### config.mk
export PLATFORM = sky130hd
export DESIGN_NAME = frame_deserializer
export DESIGN_NICKNAME = d
export VERILOG_FILES = /design/src/rtl/fft_pkg.sv /design/src/rtl/deser_bank.sv /design/src/rtl/frame_deserializer.sv
export SDC_FILE = /design/constraint.sdc
export NUM_CORES = 1
export LEC_CHECK = 0
export ABC_AREA = 1
export ABC_CLOCK_PERIOD_IN_PS = 5900
export BUFFER_PORTS_ARGS = -buffer_cell sky130_fd_sc_hd__buf_2
export CAP_MARGIN = 20
export CORE_UTILIZATION = 43
export DETAILED_ROUTE_END_ITERATION = 8
export GPL_ROUTABILITY_DRIVEN = 0
export PLACE_DENSITY = 0.65
export SETUP_SLACK_MARGIN = 0.4
export SLEW_MARGIN = 15
export SYNTH_ARGS = -nofsm -noshare
export SYNTH_HDL_FRONTEND = slang
export SYNTH_SLANG_ARGS = --single-unit
### constraint.sdc
create_clock -name clk -period 5.9 [get_ports clk]
set_clock_uncertainty 0.15 [all_clocks]
set_input_delay 0.885 -clock clk [delete_from_list [all_inputs] [get_ports clk]]
set_output_delay 0.885 -clock clk [all_outputs]
set_load 0.1 [all_outputs]
### src/rtl/fft_pkg.sv
// Shared definitions for the frame deserializer: parameter defaults,
// the per-bank fill state and a bit-reversal helper for index mapping.
package fft_pkg;

  localparam int unsigned DEF_SAMPLE_WIDTH = 16;
  localparam int unsigned DEF_PART_WIDTH   = 16;
  localparam int unsigned DEF_NUM_POINTS   = 8;

  typedef enum logic [1:0] {
    BANK_EMPTY   = 2'd0,
    BANK_FILLING = 2'd1,
    BANK_FULL    = 2'd2
  } bank_state_t;

  // Reverse the low 'bits' bits of 'value'.
  function automatic int unsigned bitrev(input int unsigned value,
                                         input int unsigned bits);
    int unsigned result;
    result = 0;
    for (int unsigned i = 0; i < bits; i++) begin
      result = (result << 1) | ((value >> i) & 1);
    end
    return result;
  endfunction

endpackage

### src/rtl/deser_bank.sv
// One frame-storage bank.
//   clk      : rising-edge clock
//   clear    : synchronous clear of the whole bank (wins over a write)
//   we       : write one part of one point
//   wr_point : point index to write
//   wr_imag  : 1 = imag (lower) part, 0 = real (upper) part
//   wr_data  : part value, already sign-extended
//   rd_data  : full parallel read, point k at [(k+1)*2*PART_WIDTH-1 -: 2*PART_WIDTH]
module deser_bank
  import fft_pkg::*;
#(
  parameter int unsigned PART_WIDTH = DEF_PART_WIDTH,
  parameter int unsigned NUM_POINTS = DEF_NUM_POINTS,
  localparam int unsigned IDX_W      = $clog2(NUM_POINTS),
  localparam int unsigned WORD_WIDTH = 2 * PART_WIDTH,
  localparam int unsigned OUT_WIDTH  = NUM_POINTS * WORD_WIDTH
) (
  input  logic                  clk,
  input  logic                  clear,
  input  logic                  we,
  input  logic [IDX_W-1:0]      wr_point,
  input  logic                  wr_imag,
  input  logic [PART_WIDTH-1:0] wr_data,
  output logic [OUT_WIDTH-1:0]  rd_data
);

  logic [OUT_WIDTH-1:0] data_q;

  always_ff @(posedge clk) begin
    if (clear) begin
      data_q <= '0;
    end else if (we) begin
      for (int unsigned k = 0; k < NUM_POINTS; k++) begin
        if (wr_point == IDX_W'(k)) begin
          if (wr_imag) data_q[k*WORD_WIDTH +: PART_WIDTH] <= wr_data;
          else         data_q[k*WORD_WIDTH + PART_WIDTH +: PART_WIDTH] <= wr_data;
        end
      end
    end
  end

  assign rd_data = data_q;

endmodule

### src/rtl/frame_deserializer.sv
// Serial-to-parallel frame deserializer with ping-pong banks.
//   clk, reset   : rising-edge clock, synchronous active-high reset
//   in_valid/in_ready/in_data : serial sample stream (signed samples)
//   real_mode    : 1 = one real sample per point, 0 = real then imag
//   frame_abort  : pulse discarding the partially filled frame
//   out_valid/out_ready/out_data : packed frame output
//   out_real     : real_mode latched for the presented frame
module frame_deserializer
  import fft_pkg::*;
#(
  parameter int unsigned SAMPLE_WIDTH = DEF_SAMPLE_WIDTH,
  parameter int unsigned PART_WIDTH   = DEF_PART_WIDTH,
  parameter int unsigned NUM_POINTS   = DEF_NUM_POINTS,
  parameter int unsigned BIT_REVERSE  = 0,
  localparam int unsigned WORD_WIDTH  = 2 * PART_WIDTH,
  localparam int unsigned OUT_WIDTH   = NUM_POINTS * WORD_WIDTH
) (
  input  logic                    clk,
  input  logic                    reset,
  input  logic                    in_valid,
  output logic                    in_ready,
  input  logic [SAMPLE_WIDTH-1:0] in_data,
  input  logic                    real_mode,
  input  logic                    frame_abort,
  output logic                    out_valid,
  input  logic                    out_ready,
  output logic [OUT_WIDTH-1:0]    out_data,
  output logic                    out_real
);

  localparam int unsigned IDX_W = $clog2(NUM_POINTS);
  localparam int unsigned CNT_W = IDX_W + 1;
  localparam logic [CNT_W-1:0] LAST_REAL = CNT_W'(NUM_POINTS - 1);
  localparam logic [CNT_W-1:0] LAST_CPLX = CNT_W'(2 * NUM_POINTS - 1);

  bank_state_t          state_q [2];
  bank_state_t          state_d [2];
  logic                 fill_sel_q;
  logic                 out_sel_q;
  logic [CNT_W-1:0]     cnt_q;
  logic                 frame_real_q;
  logic [1:0]           real_lat_q;

  logic                 accept;
  logic                 xfer;
  logic                 write;
  logic                 beat_real;
  logic                 last_beat;
  logic [IDX_W-1:0]     point;
  logic [IDX_W-1:0]     wr_idx;
  logic                 wr_imag;
  logic [PART_WIDTH-1:0] wr_data;
  logic [1:0]           bank_clr;
  logic [1:0]           bank_we;
  logic [OUT_WIDTH-1:0] bank_rd [2];

  // Beat decode. The frame's mode is taken live on its first beat and from
  // the latched copy afterwards, so mid-frame toggles of real_mode are ignored.
  always_comb begin
    accept    = in_valid && in_ready;
    xfer      = out_valid && out_ready;
    write     = accept && !frame_abort;
    beat_real = (cnt_q == '0) ? real_mode : frame_real_q;
    last_beat = beat_real ? (cnt_q == LAST_REAL) : (cnt_q == LAST_CPLX);
    point     = beat_real ? cnt_q[IDX_W-1:0] : cnt_q[IDX_W:1];
    wr_imag   = !beat_real && cnt_q[0];
    wr_data   = PART_WIDTH'($signed(in_data));
    wr_idx    = point;
    if (BIT_REVERSE != 0) wr_idx = IDX_W'(bitrev(32'(point), IDX_W));
  end

  // Banks are cleared whenever they return to EMPTY, so imag parts never
  // written in real mode read as zero.
  always_comb begin
    for (int unsigned b = 0; b < 2; b++) begin
      bank_clr[b] = reset
                 || (xfer && out_sel_q == 1'(b))
                 || (frame_abort && fill_sel_q == 1'(b) && state_q[b] == BANK_FILLING);
      bank_we[b]  = write && fill_sel_q == 1'(b);
    end
  end

  for (genvar b = 0; b < 2; b++) begin : g_bank
    deser_bank #(
      .PART_WIDTH (PART_WIDTH),
      .NUM_POINTS (NUM_POINTS)
    ) u_bank (
      .clk      (clk),
      .clear    (bank_clr[b]),
      .we       (bank_we[b]),
      .wr_point (wr_idx),
      .wr_imag  (wr_imag),
      .wr_data  (wr_data),
      .rd_data  (bank_rd[b])
    );
  end

  // State register.
  always_ff @(posedge clk) begin
    if (reset) begin
      state_q[0]   <= BANK_EMPTY;
      state_q[1]   <= BANK_EMPTY;
      fill_sel_q   <= 1'b0;
      out_sel_q    <= 1'b0;
      cnt_q        <= '0;
      frame_real_q <= 1'b0;
      real_lat_q   <= '0;
    end else begin
      state_q[0] <= state_d[0];
      state_q[1] <= state_d[1];
      if (xfer) out_sel_q <= !out_sel_q;
      if (frame_abort) begin
        cnt_q <= '0;
      end else if (accept) begin
        frame_real_q           <= beat_real;
        real_lat_q[fill_sel_q] <= beat_real;
        if (last_beat) begin
          cnt_q      <= '0;
          fill_sel_q <= !fill_sel_q;
        end else begin
          cnt_q <= cnt_q + 1'b1;
        end
      end
    end
  end

  // Next-state logic. The filling bank is never FULL while accepting and the
  // presenting bank is FULL while transferring, so the two updates never
  // target the same bank.
  always_comb begin
    state_d[0] = state_q[0];
    state_d[1] = state_q[1];
    if (xfer) state_d[out_sel_q] = BANK_EMPTY;
    if (frame_abort) begin
      if (state_q[fill_sel_q] == BANK_FILLING) state_d[fill_sel_q] = BANK_EMPTY;
    end else if (accept) begin
      state_d[fill_sel_q] = last_beat ? BANK_FULL : BANK_FILLING;
    end
  end

  // Outputs, from registered state only.
  always_comb begin
    in_ready  = (state_q[fill_sel_q] != BANK_FULL);
    out_valid = (state_q[out_sel_q] == BANK_FULL);
    out_data  = out_valid ? bank_rd[out_sel_q] : '0;
    out_real  = out_valid && real_lat_q[out_sel_q];
  end

endmodule
# Word-level counts from Yosys, hierarchy flattened
# Memories as Yosys holds them, arrays and structs flattened. A register that Yosys moved wholly into a read port is not among the register bits.
# Index checks and enable logic that the tools add are counted.
# op_classes
add_sub_neg	1
mul	0
n_div	0
n_lt_le_gt_ge	7
eq_ne	14
n_shift	0
muxes	32
bitwise	12
n_reduce_logical	61
# ops
op	count
256-bit two-way mux	4
3-bit AND reduction	33
4-bit two-way mux	5
1-bit logical AND	16
3-bit equality test (second input constant)	4
1-bit two-way mux	12
2-bit two-way mux	5
4-bit AND	2
4-bit NOT	2
2-bit by 1-bit equality test with 1-bit output (second input constant)	3
3-bit by 2-bit equality test with 1-bit output (second input constant)	2
4-bit by 1-bit adder with 4-bit output (second input constant)	1
4-bit bitwise mux	1
2-bit demux with 1-bit select	2
4-bit by 3-bit equality test with 1-bit output (second input constant)	1
4-bit equality test (second input constant)	1
2-bit greater-or-equal comparator (second input constant)	2
1-bit logical NOT	4
4-bit logical NOT	1
1-bit logical OR	4
1-bit by 2-bit less-than comparator with 1-bit output (second input constant)	2
2-bit by 1-bit less-than comparator with 1-bit output (second input constant)	2
1-bit NOT	4
1-bit NOT with 2-bit output	2
11 further kinds	12
# word_totals
reg_bits	521
latchBits	0
ram_bits	4
rom_bits	0
mem_count	1
# memory_table
name	words	width	rd	rd_ports_with_merged_regs	write_ports	line_no	rtl
state_q	2	2	4	2	2	frame_deserializer.sv:36	bank_state_t state_q [2];

# Logic depth before layout (Yosys ltp)
# Gate-level depths: netlist of run 1.
# logic_depth
ltp_word	12
ltp_mapped	13
ltp_nobuf	11

# Modules after synthesis
# Synthesis of run 1 repeated with hierarchy kept, for this count alone.
# unflattened
hier_cells	4467
area_unflattened_um2	26509.2
# by_module_without_submodules
module	n_inst	cells_each	area_each_um2	seq_area_each_um2
deser_bank	2	1477	10060.9	5124.9
frame_deserializer	1	1513	6387.4	300.3

# Worst setup path after synthesis of run 1
# Ideal clock, no wire load.
# synth_timing
path_type	register to output
startpoint	memory state_q[0][0] (netlist name)
endpoint	output out_data[217]
arrival_ns	2.472
t_required_ns	4.865
path_slack_ns	2.393
path_stages_with_launch	7
n_path_buf	1
path_cell_list	dfxtp_1 inv_1 nand2_1 o21ai_1 clkbuf_1 nand2_1 inv_1
# synth_lines
item	line_no	rtl
start: declaration	frame_deserializer.sv:36	
end: declaration	frame_deserializer.sv:27	output logic [OUT_WIDTH-1:0] out_data,

# Final worst setup path of run 1
# layout_timing
startpoint	register out_sel_q
endpoint	output out_data[129]
# layout_between
elab_chain_cells	5
# layout_lines
item	line_no	rtl
start: declaration	frame_deserializer.sv:39	logic out_sel_q;
start signal: assignment	frame_deserializer.sv:111	if (xfer) out_sel_q <= !out_sel_q;
1-bit NOT with 2-bit output (implied by the code)	frame_deserializer.sv:145	out_data = out_valid ? bank_rd[out_sel_q] : '0;
256-bit two-way mux (implied by the code) (3 in series)	frame_deserializer.sv:145	
256-bit two-way mux	frame_deserializer.sv:145	
# No other way between the ends. The select of a mux whose other input is x is not followed.

==> results of run 1 <==
[metrics by stage]
| stage | hold WS (ns) | power (mW) |
|---|---|---|
| 4_1_cts | 0.3343 | 7.735 |
| 2_1_floorplan | 0.2908 | 4.096 |
| 3_3_place_gp | 0.3108 | 4.291 |
| 3_5_place_dp | 0.3210 | 4.292 |
| 5_1_grt | 0.3480 | 7.933 |
| 6_report | 0.3289 | 7.709 |
[Yosys cell counts]
cell / instances
nor3_2: 1
o21ai_0: 11
o21a_1: 1
o211ai_1: 1
ha_1: 4
a21oi_1: 9
nor2_1: 1039
nor3_1: 2
buf_2: 66
nor2_2: 20
nor4_1: 2
buf_4: 10
nand3b_1: 1
nor2_4: 17
nand3_1: 16
buf_1: 42
o21ai_1: 4
inv_1: 291
o22ai_1: 1
nand2_1: 1572
dfxtp_1: 527
nor3_4: 1
nand2_2: 3
inv_2: 4
nand4_1: 530
buf_6: 1
clkbuf_1: 271
or2_2: 1
[layer usage]
layer  up-vias  global-route usage (%)  routed length [um]
li1      13919                       -                   -
met1     12797                   39.20               41120
met2       984                   45.69               42250
met3       177                   2.709                5882
met4         0                   10.48                3198
met5         -                       0                   0
[power by group through the flow]
stage                     sequential (mW)  combinational (mW)  clock (mW)
after floorplan                      3.66               0.437           0
after global placement               3.67               0.624           0
after detailed placement             3.67               0.625           0
after CTS                            3.59               0.625        3.52
after global routing                 3.59               0.688        3.66
final                                3.59               0.642        3.48
[flip-flops by register name (all words and copies together), names as in the netlist, named ones only]
register and cells:
cnt_q 4, fill_sel_q 1, frame_real_q 1, g_bank.u_bank.rd_data 512, out_sel_q 1, real_lat_q 2
state_q 4
[worst reg2reg max path, stage by stage, from the launching register on]
cell     delay [ns]
dfxtp_1        0.47
inv_1          0.13
ha_1           0.24
nand3_1        0.25
nand3_4        0.42
inv_6          0.75
buf_4          0.89
nand4_1        0.26
nand2_1        0.10
nor2_1         0.04
[path summary, 6_finish.rpt]
path | start | to | slack (ns) | cells after the start
setup / recovery | out_sel_q | out_data[129] | 1.36 | 8
setup reg to reg | cnt_q[0] | g_bank[1].u_bank.rd_data[33] | 2.09 | 9
hold reg to reg | g_bank[0].u_bank.rd_data[139] | g_bank[0].u_bank.rd_data[139] | 0.33 | 2
hold / removal | g_bank[0].u_bank.rd_data[139] | g_bank[0].u_bank.rd_data[139] | 0.33 | 2
[cell type report]
type | instances | area [um^2] | area share (%)
clock buffers | 92 | 1718 | 5.675
clock inverters | 10 | 55.05 | 0.1819
well taps | 837 | 1047 | 3.460
repair buffers | 330 | 1904 | 6.291
inverters | 295 | 1120 | 3.699
multi-input cells | 3236 | 13870 | 45.82
diodes | 1 | 2.502 | 0.008267
flip-flops and latches | 527 | 10550 | 34.86
[cell families after synthesis]
family	after synthesis
buffers and inverters	685
AND/OR/NAND/NOR	3205
AO/OA/AOI/OAI	27
adder cells (fa/ha/maj)	4
flip-flops	527
==> flow_summary.yaml, run 1 <==
global_routing:
  grt_remaining_overflow: 0
  grt_pass1_wl_um: 144600
  grt_pass1_vias: 24852
  track_usage_pct: 28.36
  grt_max_degree: 182
  antenna_found_initial: 1
clocking:
  clk_path_buf_depth: 3
  hold_buffers: 0
  cts-root-buf: "clkbuf_16"
  clk_pin_slew_ns: 0.06
  cts_resized: 0
  insertion_delay_ns: 0.62
  htreeDepth: 2
  cts-buffers-inserted: 57
  cts_tree: "yes"
  postCtsSetupBuffers: 0
  clock_sinks: 527
detailed_routing:
  antenna_left: 0
  via_count: 27877
  drt_iter0_markers: 2457
  drc: 0
  totalWireLength_um: 92450
  firstDrtPassIters: 5
  via_per_inst: 5.232
  wl_per_cell_um: 17.35
critical_path:
  cpMostUsedCell: "nand2_1"
  max_stage_delay_ns: 0.60
  crit_chain: "inv_8 -> buf_16 -> buf_4 -> nand2_1 -> nand2_1 -> nand2_1 -> inv_1 -> buf_2"
  critPathCaptureType: "output pin"
  crit_family: "buffers and inverters"
  critPathKind: "reg2out"
  cp_max_fo: 89
  worstPathRequired_ns: 4.87
  cp_num_buf_inv: 5
  cp_data_arrival_time_ns: 3.50
  critPathSlowestCell: "dfxtp_4"
  crit_path_start_kind: "register"
floorplanning:
  row_count: 91
  start_util_pct: 43.65
  die_x_um: 252.7
  pin_count: 281
  die_area_um2: 63880
  die_h_um: 252.7
  core-area_um2: 61940
synth:
  syn_area_um2: 27030
  netlist_instances: 4448
  synth_nets: 4474
  yosysTopAreaCell: "dfxtp_1"
  synth-seq-cells: 527
  ys_warn_count: 0
  ys_seq_area_share_pct: 39.02
  synthDistinctLibCells: 28
  ys_top_cells_by_area: "dfxtp_1 (39%), nand2_1 (22%), nor2_1 (14%)"
  yosys.area_share.adder_pct: 0.1851
  synth_top_family_by_area: "simple AND/OR/NAND/NOR gates"
  synth_top_area_share_pct: 39.02
  synth_mux_area_share_pct: 0
  synth_simple_gate_area_share_pct: 50.28
  synth_compound_area_share_pct: 0.5230
  synth_xor_xnor_area_share_pct: 0
  syn_area_per_cell_um2: 6.078
final_layout:
  mostFrequentLayoutCell: "nand2_1"
  fillers: 6748
  fin_util_pct: 48.87
  drive_above_1_share_pct: 10.40
  fin_cells: 5328
  nets: 4473
  final_area_um2: 30270
  syn_to_final_growth_pct: 11.97
  layout_common_cells: "nand2_1 (1572), nor2_1 (1037), nand4_1 (530), dfxtp_1 (526), inv_1 (291)"
power:
  p_int_mw: 5.671
  net-switching-power_mw: 2.038
  power.density_nw_per_um2: 254.7
  power_frac_comb_pct: 8.3
  ir_drop_mv: 0.2021
  sw_frac_of_total_pct: 26.44
  leakage_nw: 15.21
  p_clk_share_pct: 45.1
  power_frac_seq_pct: 46.6
timing:
  final.setup.worst_slack_ns: 1.360
  finalHoldViolCount: 0
  slew_viol_final: 0
  fin_crit_ns: 4.540
  setup_viol: 0
  finalCritPeriodShare_pct: 76.94
  tightestPinTransition_ns: 1.059
  fin_setup_tns_ns: 0
  rsz0062_at_grt: "no"
  relSlewSlack_pct: 29.43
  fmax_ghz: 0.2203
place:
  pre_cts_slack_ns: 1.952
  io_buffers: 280
  dp.cells: 5223
  dpl.hpwl_um: 48480
  placed_area_um2: 28440
job:
  drv_cap: 0
status:
  status: "finished clean"
hold_path:
  hold_path.class: "reg2reg"
No activity file was read; power rests on OpenSTA's default activity.
==> inputs of run 2 (changes only) <==
ABC_CLOCK_PERIOD_IN_PS = 4600   (was 5900)
clock period = 4.6 ns   (was 5.9 ns; I/O delays follow)
==> run 2 against run 1 <==
Against the previous run: routed wire length down 0.36%; critical path type unchanged; final cell count grew 0.13%; cell area up 0.88%; sequential share of layout area down 0.31 points.
==> flow_summary.yaml, run 2 (synthesis results as in run 1) <==
clocking:
  cts_tree: "yes"
  insertion_delay_ns: 0.62
  clk_path_buf_depth: 3
  cts-root-buf: "clkbuf_16"
  hold_buffers: 0
  clk_pin_slew_ns: 0.06
  cts-buffers-inserted: 58
  clock_sinks: 527
  htreeDepth: 2
final_layout:
  mostFrequentLayoutCell: "nand2_1"
  final_area_um2: 30540
  fillers: 6676
  layout_common_cells: "nand2_1 (1572), nor2_1 (1037), nand4_1 (530), dfxtp_1 (526), inv_1 (290)"
  syn_to_final_growth_pct: 12.96
  seqCellArea_um2: 10550
  multi_input_area_um2: 13870
  n_antenna_cell: 0
  nets: 4477
  drive_above_1_share_pct: 10.85
  largest_register_ff_count: 512
place:
  io_buffers: 280
  placed_area_um2: 28570
  dpl.hpwl_um: 48860
floorplanning:
  row_count: 91
  pin_count: 281
  die_area_um2: 63880
  core-area_um2: 61940
  die_x_um: 252.7
  die_h_um: 252.7
  start_util_pct: 43.65
critical_path:
  cp-startpoint: "out_sel_q"
  cp_max_fo: 143
  crit_path_start_kind: "register"
  critPathSlowestCell: "inv_8"
  worstPathRequired_ns: 3.76
  max_stage_delay_ns: 0.69
  cpMostUsedCell: "nand2_1"
  cp_num_buf_inv: 4
  rrSetupSlack_ns: 1.16
  critPathCaptureType: "output pin"
  cp_num_cells: 7
  rr_worst_depth: 9
  crit_family: "buffers and inverters"
  critPathKind: "reg2out"
  crit_chain: "inv_8 -> buf_4 -> nand2_1 -> nand2_1 -> nand2_1 -> inv_1 -> buf_2"
  r2r-start: "cnt_q[0]"
  cp_data_arrival_time_ns: 3.10
timing:
  setup_viol: 0
  rsz0062_at_grt: "no"
  finalCritPeriodShare_pct: 85.59
  fin_setup_tns_ns: 0
  fin_crit_ns: 3.937
  relSlewSlack_pct: 20.15
  finalHoldViolCount: 0
  slew_viol_final: 0
  fmax_ghz: 0.2540
  tightestPinTransition_ns: 1.196
detailed_routing:
  via_per_inst: 5.244
  antenna_left: 0
  drc: 0
  via_count: 27975
  drt_iter0_markers: 2260
  totalWireLength_um: 92120
  wl_per_cell_um: 17.27
  firstDrtPassIters: 6
global_routing:
  track_usage_pct: 28.13
  grt_remaining_overflow: 0
  antenna_found_initial: 0
  grt_pass1_wl_um: 143700
  grt_max_degree: 170
  grt_pass1_vias: 24978
hold_path:
  hold_path.class: "in2reg"
  hp-start: "reset"
  holdPathStages: 2
power:
  leakage_nw: 15.37
  power.density_nw_per_um2: 336.4
  ir_drop_mv: 0.2971
status:
  status: "finished clean"
job:
  drv_cap: 0
## run 2: cell count changes in the layout (fill, tap and decap cells not counted), sizes merged
| cell | change |
|---|---|
| buf | +3 |
| clkbuf | -9 |
| bufinv | +4 |
| diode | -1 |
| inv | +2 |
| clkinv | +8 |
## run 2: final timing paths
check                                 endpoint
setup / recovery                 out_data[128]
hold / removal                    frame_real_q
setup reg to reg  g_bank[0].u_bank.rd_data[70]
hold reg to reg                  real_lat_q[0]
## run 2: final cells by class
type,instances,area share [%]
clock buffer,83,5.687
timing repair buffer,333,6.477
multi-input combinational,3236,45.42
clock inverter,24,0.7620
sequential,527,34.56
tap,837,3.429
inverter,295,3.667
## run 2: where the power goes
group          switching (mW)  internal, mW
Combinational           0.669         0.168
Sequential             0.0175          4.58
Clock                    2.00          2.84
## run 2: through the flow
step                util (%)  setup slack [ns]  hold WS (ns)  cells  power [mW]
floorplan                  -             1.288        0.2908   4448       5.254
global placement       46.12             1.176        0.3047   5228       5.520
detailed placement     46.12             1.116        0.3077   5228       5.521
CTS                    49.30            0.5875        0.2186   5335       10.31
global route           49.31            0.4770        0.2572   5335       10.58
finish                 49.31            0.6628        0.2303   5335       10.27
## run 2: repair_timing
| action | CTS | global route |
|---|---|---|
| setup buffers | 0 | 0 |
| setup endpoints to repair | 0 | 1 |
| endpoints found under the hold margin | 0 | 0 |
| gates resized for setup | 0 | 1 |
## run 2: layer usage
layer / routed length [um] / share of wire, % / up-vias / track usage [%]
li1: - / - / 13911 / -
met1: 40590 / 44 / 12827 / 38.66
met2: 41700 / 45 / 1058 / 45.07
met3: 6653 / 7.2 / 179 / 3.213
met4: 3184 / 3.5 / 0 / 10.58
met5: 0 / 0 / - / 0
